### config.mk
export PLATFORM = sky130hd
export DESIGN_NAME = eff_uart_tx
export DESIGN_NICKNAME = d
export VERILOG_FILES = /design/src/rtl/eff_uart_pkg.sv /design/src/rtl/eff_byte_fifo.sv /design/src/rtl/eff_uart_tx.sv
export SDC_FILE = /design/constraint.sdc
export NUM_CORES = 1
export LEC_CHECK = 0
export CORE_MARGIN = 5
export CORE_UTILIZATION = 50
export DETAILED_ROUTE_END_ITERATION = 8
export GPL_TIMING_DRIVEN = 0
export HOLD_SLACK_MARGIN = 0.15
export PLACE_DENSITY = 0.67
export SETUP_SLACK_MARGIN = 0.1
export SLEW_MARGIN = 25
export SYNTH_ARGS = -nofsm -noshare
export SYNTH_HDL_FRONTEND = slang
export SYNTH_SLANG_ARGS = --single-unit
### constraint.sdc
create_clock -name i_clk -period 3.3 [get_ports i_clk]
set_clock_uncertainty 0.15 [all_clocks]
set_input_delay 0.33 -clock i_clk [delete_from_list [all_inputs] [get_ports i_clk]]
set_output_delay 0.33 -clock i_clk [all_outputs]
set_load 0.005 [all_outputs]
### src/rtl/eff_uart_pkg.sv
// Shared UART definitions for the effect chain (TX and RX sides).
// Holds the FSM state type, the frame levels and the baud divisor helper.
package eff_uart_pkg;

  typedef enum logic [2:0] {
    IDLE   = 3'd0,
    START  = 3'd1,
    DATA   = 3'd2,
    PARITY = 3'd3,
    STOP   = 3'd4
  } tx_state_t;

  localparam int   DATA_BITS   = 8;
  localparam logic IDLE_LEVEL  = 1'b1;
  localparam logic START_LEVEL = 1'b0;

  function automatic int clks_per_bit(input int clk_freq, input int baud);
    return clk_freq / baud;
  endfunction

endpackage

### src/rtl/eff_byte_fifo.sv
// Synchronous FIFO with registered full/empty/count and a first-word-fall-through read port.
// Full is taken from the register, so a write to a full FIFO is refused even when a pop happens that cycle.
module eff_byte_fifo #(
  parameter int WIDTH = 8,
  parameter int DEPTH = 8
) (
  input  logic                     i_clk,
  input  logic                     i_rst,
  input  logic                     wr_en,
  input  logic [WIDTH-1:0]         wr_data,
  input  logic                     rd_en,
  output logic [WIDTH-1:0]         rd_data,
  output logic                     full,
  output logic                     empty,
  output logic [$clog2(DEPTH):0]   count
);

  localparam int AW = $clog2(DEPTH);

  logic [WIDTH-1:0]  mem [DEPTH];
  logic [AW-1:0]     wr_ptr, rd_ptr;
  logic [AW:0]       count_nxt;
  logic              wr_ok, rd_ok;

  assign wr_ok   = wr_en & ~full;
  assign rd_ok   = rd_en & ~empty;
  assign rd_data = mem[rd_ptr];

  always_comb begin
    count_nxt = count;
    case ({wr_ok, rd_ok})
      2'b10:   count_nxt = count + 1'b1;
      2'b01:   count_nxt = count - 1'b1;
      default: count_nxt = count;
    endcase
  end

  always_ff @(posedge i_clk) begin
    if (wr_ok) mem[wr_ptr] <= wr_data;
  end

  // Pointers wrap naturally because DEPTH is a power of two.
  always_ff @(posedge i_clk or posedge i_rst) begin
    if (i_rst) begin
      wr_ptr <= '0;
      rd_ptr <= '0;
      count  <= '0;
      full   <= 1'b0;
      empty  <= 1'b1;
    end else begin
      if (wr_ok) wr_ptr <= wr_ptr + 1'b1;
      if (rd_ok) rd_ptr <= rd_ptr + 1'b1;
      count <= count_nxt;
      full  <= (count_nxt == (AW+1)'(DEPTH));
      empty <= (count_nxt == '0);
    end
  end

endmodule

### src/rtl/eff_uart_tx.sv
// UART transmitter for the effect chain return path: byte FIFO + 8N1 serializer, LSB first.
// Define EFF_UART_TX_PARITY_EN to insert an even-parity bit after D7 (8E1 frame).
module eff_uart_tx
  import eff_uart_pkg::*;
#(
  parameter int CLK_FREQ   = 50_000_000,
  parameter int BAUD_RATE  = 115_200,
  parameter int FIFO_DEPTH = 8
) (
  input  logic       i_clk,
  input  logic       i_rst,
  input  logic       data_valid,
  input  logic [7:0] tx_byte,
  output logic       o_tx,
  output logic       o_busy,
  output logic       o_fifo_full,
  output logic       o_overflow
);

  localparam int CPB = clks_per_bit(CLK_FREQ, BAUD_RATE);
  localparam int CW  = (CPB > 1) ? $clog2(CPB) : 1;

  generate
    if (CPB < 2) begin : g_bad_baud
      $error("eff_uart_tx: CLK_FREQ/BAUD_RATE must be at least 2");
    end
    if ((FIFO_DEPTH < 2) || ((FIFO_DEPTH & (FIFO_DEPTH - 1)) != 0)) begin : g_bad_depth
      $error("eff_uart_tx: FIFO_DEPTH must be a power of two >= 2");
    end
  endgenerate

  tx_state_t                   state;
  logic [CW-1:0]               baud_cnt;
  logic [2:0]                  bit_idx;
  logic [DATA_BITS-1:0]        shreg;
  logic [DATA_BITS-1:0]        fifo_rd;
  logic                        fifo_full, fifo_empty, pop, bit_end;
  logic [$clog2(FIFO_DEPTH):0] fifo_count;
`ifdef EFF_UART_TX_PARITY_EN
  logic                        par_bit;
`endif

  eff_byte_fifo #(.WIDTH(DATA_BITS), .DEPTH(FIFO_DEPTH)) u_fifo (
    .i_clk   (i_clk),
    .i_rst   (i_rst),
    .wr_en   (data_valid),
    .wr_data (tx_byte),
    .rd_en   (pop),
    .rd_data (fifo_rd),
    .full    (fifo_full),
    .empty   (fifo_empty),
    .count   (fifo_count)
  );

  assign pop         = (state == IDLE) & ~fifo_empty;
  assign bit_end     = (baud_cnt == CW'(CPB - 1));
  assign o_busy      = (state != IDLE) | (fifo_count != '0);
  assign o_fifo_full = fifo_full;

  always_ff @(posedge i_clk or posedge i_rst) begin
    if (i_rst) o_overflow <= 1'b0;
    else       o_overflow <= data_valid & fifo_full;
  end

  // o_tx is loaded on the same edge as the state change, so the line level
  // always matches the state being entered.
  always_ff @(posedge i_clk or posedge i_rst) begin
    if (i_rst) begin
      state    <= IDLE;
      baud_cnt <= '0;
      bit_idx  <= '0;
      shreg    <= '0;
      o_tx     <= IDLE_LEVEL;
`ifdef EFF_UART_TX_PARITY_EN
      par_bit  <= 1'b0;
`endif
    end else begin
      if (state == IDLE || bit_end) baud_cnt <= '0;
      else                          baud_cnt <= baud_cnt + 1'b1;
      case (state)
        IDLE: begin
          bit_idx <= '0;
          if (pop) begin
            shreg   <= fifo_rd;
`ifdef EFF_UART_TX_PARITY_EN
            par_bit <= ^fifo_rd;
`endif
            state   <= START;
            o_tx    <= START_LEVEL;
          end
        end
        START: if (bit_end) begin
          state <= DATA;
          o_tx  <= shreg[0];
        end
        DATA: if (bit_end) begin
          if (bit_idx == 3'(DATA_BITS - 1)) begin
`ifdef EFF_UART_TX_PARITY_EN
            state <= PARITY;
            o_tx  <= par_bit;
`else
            state <= STOP;
            o_tx  <= IDLE_LEVEL;
`endif
          end else begin
            bit_idx <= bit_idx + 1'b1;
            shreg   <= shreg >> 1;
            o_tx    <= shreg[1];
          end
        end
`ifdef EFF_UART_TX_PARITY_EN
        PARITY: if (bit_end) begin
          state <= STOP;
          o_tx  <= IDLE_LEVEL;
        end
`endif
        STOP: if (bit_end) begin
          state <= IDLE;
          o_tx  <= IDLE_LEVEL;
        end
        default: begin
          state <= IDLE;
          o_tx  <= IDLE_LEVEL;
        end
      endcase
    end
  end

endmodule

==> results of run 1 <==
==> through the flow <==
stage / area (sq um) / utilization / std cells / power, mW / TNS (ns)
floorplan: 4472 / - / 336 / 1.964 / 0
global placement: 4747 / 0.5443 / 458 / 2.097 / -4.062
detailed placement: 4821 / 0.5528 / 463 / 2.154 / -0.5609
CTS: 5032 / 0.5770 / 480 / 2.893 / 0
global route: 5041 / 0.5780 / 480 / 3.035 / 0
finish: 5041 / 0.5780 / 480 / 2.878 / 0
==> what timing repair did <==
action / CTS / global route
resized for setup: 4 / 2
endpoints found under the setup margin: 3 / 3
gates cloned: 0 / 0
pin swaps: 2 / 1
setup buffers: 1 / 0
hold endpoints to repair: 8 / 0
hold buffers: 1 / 0
==> power by group <==
part,internal (mW),total (mW),switching [mW]
logic,0.206,0.511,0.305
registers,1.54,1.64,0.101
clock network,0.285,0.729,0.444
total,2.03,2.88,0.850
==> worst max path at each step <==
| stage | slack, ns | to | start | depth (start not counted) |
|---|---|---|---|---|
| after floorplan | 0.15 | u_fifo.full | state[2] | 11 |
| after global placement | -0.45 | u_fifo.mem[0][5] | data_valid | 4 |
| after detailed placement | -0.29 | u_fifo.full | data_valid | 9 |
| after CTS | 0.15 | u_fifo.full | state[2] | 10 |
| after global routing | 0.15 | u_fifo.full | state[2] | 10 |
| final | 0.26 | u_fifo.full | state[2] | 10 |
==> kinds of logic after synthesis <==
| logic type | count (synthesis) |
|---|---|
| buf+inv | 28 |
| xor+xnor | 12 |
| fa+ha+maj | 9 |
| mux | 37 |
| compound gates | 48 |
| simple gates | 101 |
| flops | 101 |
==> area by class of cell <==
cell class | instances | share of cell area
plain buffers | 17 | 0.01663
multi-input cells | 207 | 0.3063
repair buffers | 21 | 0.04070
inverters | 10 | 0.008439
flip-flops and latches | 101 | 0.5656
clock inverters | 7 | 0.01092
clock buffers | 9 | 0.02457
well taps | 108 | 0.02681
==> synthesized netlist by cell type, types with 2 or more instances <==
| master | instances | area share |
|---|---|---|
| a21oi_1 | 7 | 0.0078 |
| a22oi_1 | 16 | 0.027 |
| a31oi_1 | 7 | 0.0098 |
| and2_1 | 2 | 0.0028 |
| buf_2 | 4 | 0.0045 |
| buf_6 | 2 | 0.0050 |
| clkbuf_1 | 11 | 0.0092 |
| dfrtp_1 | 35 | 0.20 |
| dfstp_2 | 2 | 0.012 |
| edfxtp_1 | 64 | 0.43 |
| ha_1 | 8 | 0.022 |
| inv_1 | 8 | 0.0067 |
| mux2_2 | 2 | 0.0050 |
| mux2i_1 | 33 | 0.074 |
| mux4_2 | 2 | 0.010 |
| nand2_1 | 24 | 0.020 |
| nand2b_1 | 4 | 0.0056 |
| nand3_1 | 12 | 0.013 |
| nand4b_1 | 2 | 0.0039 |
| nor2_1 | 13 | 0.011 |
| nor2b_1 | 3 | 0.0042 |
| nor3_1 | 18 | 0.020 |
| nor4_1 | 4 | 0.0056 |
| nor4b_1 | 2 | 0.0039 |
| o21ai_0 | 6 | 0.0067 |
| o22ai_1 | 2 | 0.0028 |
| or2_2 | 2 | 0.0028 |
| or3_1 | 5 | 0.0070 |
| or4_1 | 3 | 0.0050 |
| xnor2_1 | 9 | 0.018 |
| xor2_1 | 3 | 0.0059 |
==> sequential cells by signal, summed over array words and instances (netlist names) <==
signal / flops
baud_cnt: 9
bit_idx: 3
o_overflow: 1
o_tx: 1
shreg: 8
state: 3
u_fifo.count: 4
u_fifo.empty: 1
u_fifo.full: 1
u_fifo.mem: 64
u_fifo.rd_ptr: 3
u_fifo.wr_ptr: 3
==> per-layer routing <==
layer  wire length (um)  vias up  share of wire  GRT usage
met5                  0        -              0          0
met4                183        0          0.021    0.06660
met3                389       13          0.046    0.04131
met2               4360       60           0.51     0.2742
met1               3584     1340           0.42     0.2098
li1                   -     1325              -          -
==> out/results.ini, run 1 <==
[critical_path]
reg2reg_to=u_fifo.full
critPathMaxStageDelay_ns=0.50
worstReg2RegStart=state[2]
reg2reg_setup_slack_ns=0.26
crit_fanout=14
cp_data_required_time_ns=3.42
cpLargestDelayFamily=simple AND/OR/NAND/NOR gates
cp.arrival_ns=3.16
reg2regPathDepth=10
cp_cell_sequence=buf_6 -> or4_1 -> buf_6 -> clkinv_4 -> ha_1 -> buf_2 -> or4b_4 -> nor4_4 -> nor4_2 -> a311oi_1
crit_top_cell=buf_6
crit_type=flip-flop to flip-flop
cp_slowest_cell=or4b_4
end_kind=flip-flop
crit_buf_inv=4
start_kind=flip-flop

[logic_synthesis]
synthAdderAreaFrac=0.02463
synth_fp_nets=355
ys_seq_area_frac=0.6376
ys_dominant_reg_cell=edfxtp_1
synth_seq_cells=101
synth_xor_area_frac=0.02351
synth_edf_count=64
netlist_instances=336
syn_avg_cell_area_sq_um=13.31
synth_simple_gate_area_share=0.1229
muxShareOfSynthArea=0.08900
synthDistinctLibCells=52
synth_compound_area_frac=0.07333
synth_area_sq_um=4471
synth_warnings=0
async_reset_ff_frac=0.3663
synth_top_family_by_area=simple AND/OR/NAND/NOR gates

[timing]
relSlewSlack=0.3839
slew_violations=0
hold_viol=0
max_freq_mhz=329.1
holdWs_ns=0.3438
final.min_clock_period_ns=3.038
rsz0062_at_grt=false
finalSetupViolCount=0
setup_slack_ns=0.2617
fin_crit_sh=0.9207
worst_slew_pin_slew_ns=0.9207

[run_status]
status=finished clean

[finish]
mostFrequentLayoutCells=edfxtp_1 (64), dfrtp_1 (34), mux2i_1 (33)
final_common_cell=edfxtp_1
register_area_sq_um=2851
syn2layout_area_growth_pct=12.76
fillers=715
fin_nets=386
diodes=0
multi_input_area_sq_um=1544
drive_gt1_frac=0.1398

[detailed_routing]
vias=2738
drcViolationCount=0
drtIter0Drc=152
drt_pass1_iterations=4
ant_nets=0
routed_via_density=5.704
wl_per_cell_um=17.75
drt-total-wl_um=8518

[cts]
htree_num_levels=3
clk_path_buf_depth=2
clock-sinks=101
clk_latency_ns=0.37
cts.reportedPaths.clkPinSlew_ns=0.10
cts_tree=done
cts_root_buf=clkbuf_8
cts_buffers=9

[floorplan]
num_rows=34
core_sq_um=8721
die_y_um=104.6
dieWidth_um=104.6
start_util=0.5126
dieArea_sq_um=10930
ios=15

[hold_path]
hold-path-endpoint=baud_cnt[0]
min_path_type=flip-flop to flip-flop
worstHoldPathCells=1
hold_start=baud_cnt[0]

[placed_design]
hpwl_um=5724
gp_congestion=0.7489
portBuffers=14
place_ws_ns=-0.2931

[global_routing]
antenna_found_initial=0
grt_pass1_wl_um=14190
track_usage=0.1659
gr-total-overflow=0
grt_pass1_vias=2791
grt_max_degree=30

[flow_run]
cap_violations=0

[power_and_ir_drop]
peakVddDrop_mv=0.3014
leakagePower_nw=1.752
p_per_area_nw_per_um2=571.0

No activity file was read; power rests on OpenSTA's default activity.
==> run 2: changes to the inputs <==
- CELL_PAD_IN_SITES_DETAIL_PLACEMENT: not set -> 0
- CELL_PAD_IN_SITES_GLOBAL_PLACEMENT: not set -> 2
- CORE_UTILIZATION: 50 -> 39
- HOLD_SLACK_MARGIN: 0.15 -> 0.05
- PLACE_DENSITY: 0.67 -> 0.72
==> run 2 against run 1 <==
Compared with the run above:
- worst hold slack got worse by 0.27 ns
- largest power group unchanged
- first-iteration DRC count shrank 36%
- sequential cell count unchanged
- count of clock-buffer cells in the layout did not move
- critical path depth did not move
- register-to-register slack hardly changed
- combinational power about the same
- critical endpoint unchanged
- sequential power hardly changed
- fmax rose by 0.42%
- highest routed layer unchanged
- final cell count up 8.5%
- power up 12%
- die area increased by 25%
==> out/results.ini, run 2 (synthesized netlist as in run 1, its figures left out) <==
[cts]
clk_latency_ns=0.35  ; was 0.37 ns
cts_tree=done  ; unchanged
cts.reportedPaths.clkPinSlew_ns=0.07  ; was 0.10 ns
ctsHoldBuffers=0  ; was 1
clock-sinks=101  ; unchanged
htree_num_levels=3  ; unchanged
cts_root_buf=clkbuf_16  ; was clkbuf_8
clk_path_buf_depth=2  ; unchanged
cts_buffers=9  ; unchanged

[floorplan]
num_rows=39  ; was 34
core_sq_um=11320  ; was 8721 sq um
die_y_um=117.1  ; was 104.6 um
start_util=0.3949  ; was 0.5126
dieWidth_um=117.1  ; was 104.6 um
ios=15  ; unchanged
dieArea_sq_um=13700  ; was 10930 sq um

[critical_path]
cp_cell_sequence=or4_4 -> buf_6 -> clkinv_8 -> ha_1 -> buf_6 -> or4b_4 -> nor4_4 -> buf_4 -> o31a_1 -> a311oi_1  ; was buf_6 -> or4_1 -> buf_6 -> clkinv_4 -> ha_1 -> buf_2 -> or4b_4 -> nor4_4 -> nor4_2 -> a311oi_1
cp_slowest_cell=or4_4  ; was or4b_4
crit_fanout=8  ; was 14
cp.arrival_ns=3.09  ; was 3.16 ns
crit_buf_inv=4  ; unchanged
critPathMaxStageDelay_ns=0.54  ; was 0.50 ns
start_kind=flip-flop  ; unchanged
cpLargestDelayFamily=simple AND/OR/NAND/NOR gates  ; unchanged
crit_top_cell=buf_6  ; unchanged
end_kind=flip-flop  ; unchanged
cp_data_required_time_ns=3.37  ; was 3.42 ns
crit_type=flip-flop to flip-flop  ; unchanged

[global_routing]
grt_pass1_vias=2724  ; was 2791
grt_pass1_wl_um=14700  ; was 14190 um
grt_max_degree=29  ; was 30
track_usage=0.1463  ; was 0.1659
grt_busiest_layer=met2  ; unchanged
use_met2=0.2378  ; was 0.2742
met1_usage=0.1883  ; was 0.2098
antenna_found_initial=0  ; unchanged
gr-total-overflow=0  ; unchanged
grt.met3_usage=0.04216  ; was 0.04131

[power_and_ir_drop]
p_int_mw=2.347  ; was 2.028 mW
clkPwrFrac=0.334  ; was 0.253
combPwrFrac=0.157  ; was 0.178
p_seq_frac=0.508  ; was 0.569
swShare=0.2730  ; was 0.2953
leakagePower_nw=1.847  ; was 1.752 nW
p_sw_uw=881.1  ; was 850.0 uW
p_per_area_nw_per_um2=613.0  ; was 571.0 nW/um^2
peakVddDrop_mv=0.4484  ; was 0.3014 mV
p_total_mw=3.228  ; was 2.878 mW

[detailed_routing]
wl_per_cell_um=17.13  ; was 17.75 um
drtIter0Drc=98  ; was 152
drcViolationCount=0  ; unchanged
vias=2736  ; was 2738
ant_nets=0  ; unchanged
drt-total-wl_um=8924  ; was 8518 um
drt_pass1_iterations=4  ; unchanged
routed_via_density=5.251  ; was 5.704

[timing]
fin_crit_sh=0.9169  ; was 0.9207
finalSetupViolCount=0  ; unchanged
holdWs_ns=0.07844  ; was 0.3438 ns
max_freq_mhz=330.5  ; was 329.1 MHz
hold_viol=0  ; unchanged
slew_violations=0  ; unchanged
relSlewSlack=0.3550  ; was 0.3839
rsz0062_at_grt=false  ; unchanged
worst_slew_pin_slew_ns=0.9640  ; was 0.9207 ns
final.min_clock_period_ns=3.026  ; was 3.038 ns

[finish]
largest_reg_flops=64  ; unchanged
multi_input_area_sq_um=1540  ; was 1544 sq um
diodes=0  ; unchanged
fin_nets=392  ; was 386
stdcell_count=521  ; was 480
regMostFlops=u_fifo.mem  ; unchanged
fin_util=0.4651  ; was 0.5780
fillers=1047  ; was 715
reg_top3=u_fifo.mem (64), baud_cnt (9), shreg (8)  ; unchanged
register_area_sq_um=2851  ; unchanged
post-route-cell-area_sq_um=5265  ; was 5041 sq um
syn2layout_area_growth_pct=17.77  ; was 12.76%
mostFrequentLayoutCells=edfxtp_1 (64), dfrtp_1 (34), mux2i_1 (33)  ; unchanged
final_common_cell=edfxtp_1  ; unchanged
drive_gt1_frac=0.1534  ; was 0.1398

[placed_design]
gp_congestion=0.7329  ; was 0.7489
dpl_cell_area_sq_um=4872  ; was 4821 sq um
portBuffers=14  ; unchanged
dp.cells=499  ; was 463
hpwl_um=6038  ; was 5724 um

[flow_run]
cap_violations=0  ; unchanged

[run_status]
status=finished clean  ; unchanged

[hold_path]
min_path_type=input port to asynchronous set/reset pin  ; was flip-flop to flip-flop

## run 2: changes by cell type in the layout (fill, tap and decap cells not counted), moves of 2 or more
cell,delta
buf_4,+7
clkbuf_16,+9
clkbuf_8,-9
inv_6,-2
## run 2: power groups by stage
stage	sequential [mW]	clock (mW)	combinational (mW)
after floorplan	1.63	0	0.332
after global placement	1.65	0	0.466
after detailed placement	1.66	0	0.504
after CTS	1.64	1.12	0.508
after global routing	1.66	1.18	0.567
final	1.64	1.08	0.508
## run 2: per-stage QoR
stage,setup WS (ns),TNS [ns]
detailed placement,-0.2901,-0.6832
global placement,-0.4588,-5.270
finish,0.2743,0
global route,0.1009,0
floorplan,0.1457,0
CTS,0.1105,0
## run 2: timing repair
item                       CTS  global route
gates resized for setup      3             8
setup endpoints to repair    3             3
gates cloned                 0             0
pin swaps                    0             3
buffers inserted             0             7
## run 2: worst paths after layout
kind	start	to	slack (ns)	depth (start not counted)
max	state[1]	u_fifo.full	0.27	10
min reg2reg	baud_cnt[0]	baud_cnt[0]	0.34	1
max in group asynchronous	i_rst	u_fifo.empty	2.43	3
min	i_rst	o_overflow	0.08	2
min in group i_clk	baud_cnt[0]	baud_cnt[0]	0.34	1
max reg2reg	state[1]	u_fifo.full	0.27	10
## run 2: final cells by class
class	count	share of cell area
clock inverters	7	0.01545
repair buffers	27	0.04705
multi-input cells	207	0.2925
clock buffers	9	0.04278
plain buffers	17	0.01711
flip-flops and latches	101	0.5416
well taps	143	0.03398
inverters	10	0.009506
## run 2: per-layer routing
layer,part of all wire,up-vias
li1,-,1337
met1,0.46,1357
met2,0.49,32
met3,0.041,10
met4,0.013,0
met5,0,-
==> run 3: changes to the inputs <==
- CORE_UTILIZATION: 39 -> 41
- PLACE_DENSITY: 0.72 -> 0.73
- SYNTH_HIERARCHICAL: not set -> 1
==> run 3 against run 2 <==
Compared with the run above:
- final area is 4.1% lower
- sequential power is 12% higher
- count of clock-buffer cells in the layout stayed put
- worst hold slack better by 0.097 ns
- via count is 13% lower
- final cell count is 11% lower
- fmax is 2.2% higher
- die area is 4.3% lower
==> out/results.ini, run 3 <==
[run_status]
status=finished clean  ; unchanged

[finish]
fin_util=0.4677  ; was 0.4651
fillers=973  ; was 1047
final_common_cell=edfxtp_1  ; unchanged
reg_top3=u_fifo/mem (64), baud_cnt (9), shreg (8)  ; was u_fifo.mem (64), baud_cnt (9), shreg (8)
regMostFlops=u_fifo/mem  ; was u_fifo.mem
largest_reg_flops=64  ; unchanged
drive_gt1_frac=0.1821  ; was 0.1534
diodes=0  ; unchanged
syn2layout_area_growth_pct=12.74  ; was 17.77%
fin_nets=338  ; was 392
mostFrequentLayoutCells=edfxtp_1 (64), dfrtp_1 (35), mux2_2 (23)  ; was edfxtp_1 (64), dfrtp_1 (34), mux2i_1 (33)

[cts]
cts.reportedPaths.clkPinSlew_ns=0.11  ; was 0.07 ns
htree_num_levels=3  ; unchanged
clk_latency_ns=0.37  ; was 0.35 ns
cts_buffers=9  ; unchanged
ctsHoldBuffers=0  ; unchanged
cts_root_buf=clkbuf_8  ; was clkbuf_16
clock-sinks=101  ; unchanged
clk_path_buf_depth=2  ; unchanged
cts_tree=done  ; unchanged

[flow_run]
cap_violations=0  ; unchanged

[critical_path]
crit_type=flip-flop to flip-flop  ; unchanged
worstReg2RegStart=state[0]  ; was state[1]
cp_slowest_cell=dfrtp_1  ; was or4_4
start_kind=flip-flop  ; unchanged
end_kind=flip-flop  ; unchanged
cp-startpoint=state[0]  ; was state[1]
critPathMaxStageDelay_ns=0.38  ; was 0.54 ns
cp.arrival_ns=3.08  ; was 3.09 ns
crit_top_cell=inv_1  ; was buf_6
reg2regPathDepth=14  ; was 10
cp_cell_sequence=clkbuf_1 -> nor3_4 -> nand2b_1 -> inv_1 -> nand2b_4 -> inv_1 -> nand2_1 -> xnor2_1 -> ha_1 -> a21oi_1 -> a21boi_1 -> nor3_1 -> xor2_1 -> nor3b_1  ; was or4_4 -> buf_6 -> clkinv_8 -> ha_1 -> buf_6 -> or4b_4 -> nor4_4 -> buf_4 -> o31a_1 -> a311oi_1
cp_data_required_time_ns=3.42  ; was 3.37 ns
reg2reg_to=u_fifo/empty  ; was u_fifo.full
reg2reg_setup_slack_ns=0.34  ; was 0.27 ns
crit_fanout=10  ; was 8

[global_routing]
grt_max_degree=26  ; was 29
gr-total-overflow=0  ; unchanged
grt_pass1_vias=2392  ; was 2724
grt_pass1_wl_um=12720  ; was 14700 um
track_usage=0.1299  ; was 0.1463
antenna_found_initial=0  ; unchanged

[placed_design]
portBuffers=14  ; unchanged
hpwl_um=5163  ; was 6038 um
gp_congestion=0.6946  ; was 0.7329

[logic_synthesis]
synth_area_leaders=edfxtp_1 (43%), dfrtp_1 (20%), mux4_1 (9.4%)  ; was edfxtp_1 (43%), dfrtp_1 (20%), mux2i_1 (7.4%)
ys_dominant_reg_cell=edfxtp_1  ; unchanged
synthTopCellsByCount=edfxtp_1 (64), dfrtp_1 (35), mux2_2 (23)  ; was edfxtp_1 (64), dfrtp_1 (35), mux2i_1 (33)
synth_edf_count=64  ; unchanged
netlist_instances=291  ; was 336
synthDistinctLibCells=49  ; was 52
yosysTopAreaCell=edfxtp_1  ; unchanged
syn_avg_cell_area_sq_um=15.38  ; was 13.31 sq um
async_reset_ff_frac=0.3663  ; unchanged
synth_seq_cells=101  ; unchanged
synth.most_common_cell=edfxtp_1  ; unchanged
synth_fp_nets=310  ; was 355
synth_area_sq_um=4477  ; was 4471 sq um
synth_warnings=6  ; was 0
yosys.area.top_type_share=0.4293  ; was 0.4299
ys_seq_area_frac=0.6367  ; was 0.6376

[timing]
finalSetupViolCount=0  ; unchanged
slew_violations=0  ; unchanged
relSlewSlack=0.3494  ; was 0.3550
final.min_clock_period_ns=2.960  ; was 3.026 ns
rsz0062_at_grt=false  ; unchanged
hold_viol=0  ; unchanged
worst_slew_pin_slew_ns=0.9722  ; was 0.9640 ns
max_freq_mhz=337.8  ; was 330.5 MHz
fin_crit_sh=0.8970  ; was 0.9169

[hold_path]
min_path_type=input port to asynchronous set/reset pin  ; unchanged

[detailed_routing]
routed_via_density=5.110  ; was 5.251
ant_nets=0  ; unchanged
vias=2371  ; was 2736
drt-total-wl_um=7807  ; was 8924 um
drcViolationCount=0  ; unchanged
drtIter0Drc=188  ; was 98
wl_per_cell_um=16.83  ; was 17.13 um
drt_pass1_iterations=6  ; was 4

[power_and_ir_drop]
peakVddDrop_mv=0.3556  ; was 0.4484 mV
leakagePower_nw=1.838  ; was 1.847 nW
p_per_area_nw_per_um2=757.6  ; was 613.0 nW/um^2
p_total_mw=3.824  ; was 3.228 mW

[floorplan]
dieWidth_um=114.5  ; was 117.1 um
core_sq_um=10790  ; was 11320 sq um
start_util=0.4148  ; was 0.3949
num_rows=38  ; was 39
dieArea_sq_um=13110  ; was 13700 sq um
die_y_um=114.5  ; was 117.1 um
ios=15  ; unchanged

run 3: cell type report:
cell class                      instances  area (sq um)  area share
Clock inverter                          7         87.58     0.01735
Clock buffer                            9         123.9     0.02454
Tap cell                              140         175.2     0.03471
Buffer                                 13         83.83     0.01661
Inverter                               11         41.29    0.008180
Multi-Input combinational cell        166          1523      0.3017
Timing Repair Buffer                   17         162.7     0.03223
Sequential cell                       101          2850      0.5647
run 3: logic make-up (layout without fill, tap and decap cells):
family	after synthesis	count (layout)	share of synthesized area
simple gates	82	82	0.09755
compound gates	22	22	0.03410
flops	101	101	0.6367
xor+xnor	14	14	0.02739
fa+ha+maj	8	8	0.02236
mux	40	40	0.1540
buf+inv	24	57	0.02795
run 3: power breakdown:
part           switching [mW]  internal (mW)
Sequential              0.176           1.65
Clock                   0.477          0.305
Combinational           0.571          0.642
Total                    1.22           2.60
run 3: what timing repair did:
| action | in CTS | in global routing |
|---|---|---|
| buffers inserted | 0 | 1 |
| pin swaps | 0 | 1 |
| gates resized for setup | 1 | 1 |
| setup endpoints to repair | 2 | 3 |
run 3: routing by layer:
metal,share of wire,vias up,GRT usage
li1,-,1147,-
met1,0.47,1190,0.1737
met2,0.49,29,0.2119
met3,0.026,5,0.03224
met4,0.012,0,0.03563
met5,0,-,0
run 3: per-stage QoR:
stage	setup WS (ns)	std cells	TNS [ns]	cell area, sq um	hold WS [ns]
after detailed placement	0.02544	447	0	4817	0.3432
final	0.3397	464	0	5047	0.1759
after CTS	0.1692	463	0	5034	0.1536
after floorplan	0.6370	291	0	4477	0.04398
after global routing	0.1021	464	0	5047	0.2123
after global placement	-0.0002427	445	-0.0002427	4792	0.3373
run 3: worst max path at each step:
stage,to,slack (ns),cells past startpoint
5_1_grt,u_fifo/empty,0.10,14
3_3_place_gp,u_fifo/empty,-0.0002,14
3_5_place_dp,u_fifo/empty,0.03,14
6_report,u_fifo/empty,0.34,14
4_1_cts,u_fifo/empty,0.17,14
2_1_floorplan,u_fifo/empty,0.64,14
run 3: critical path, delay by kind of cell, from the launching register on:
family                     cells  cell delay [ns]
buffers and inverters          3             0.56
xor gates and xnor gates       2             0.30
adders and majority gates      1             0.16
DFF                            1             0.38
and+or+nand+nor                6             1.13
AOI/OAI and AO/OA              2             0.19
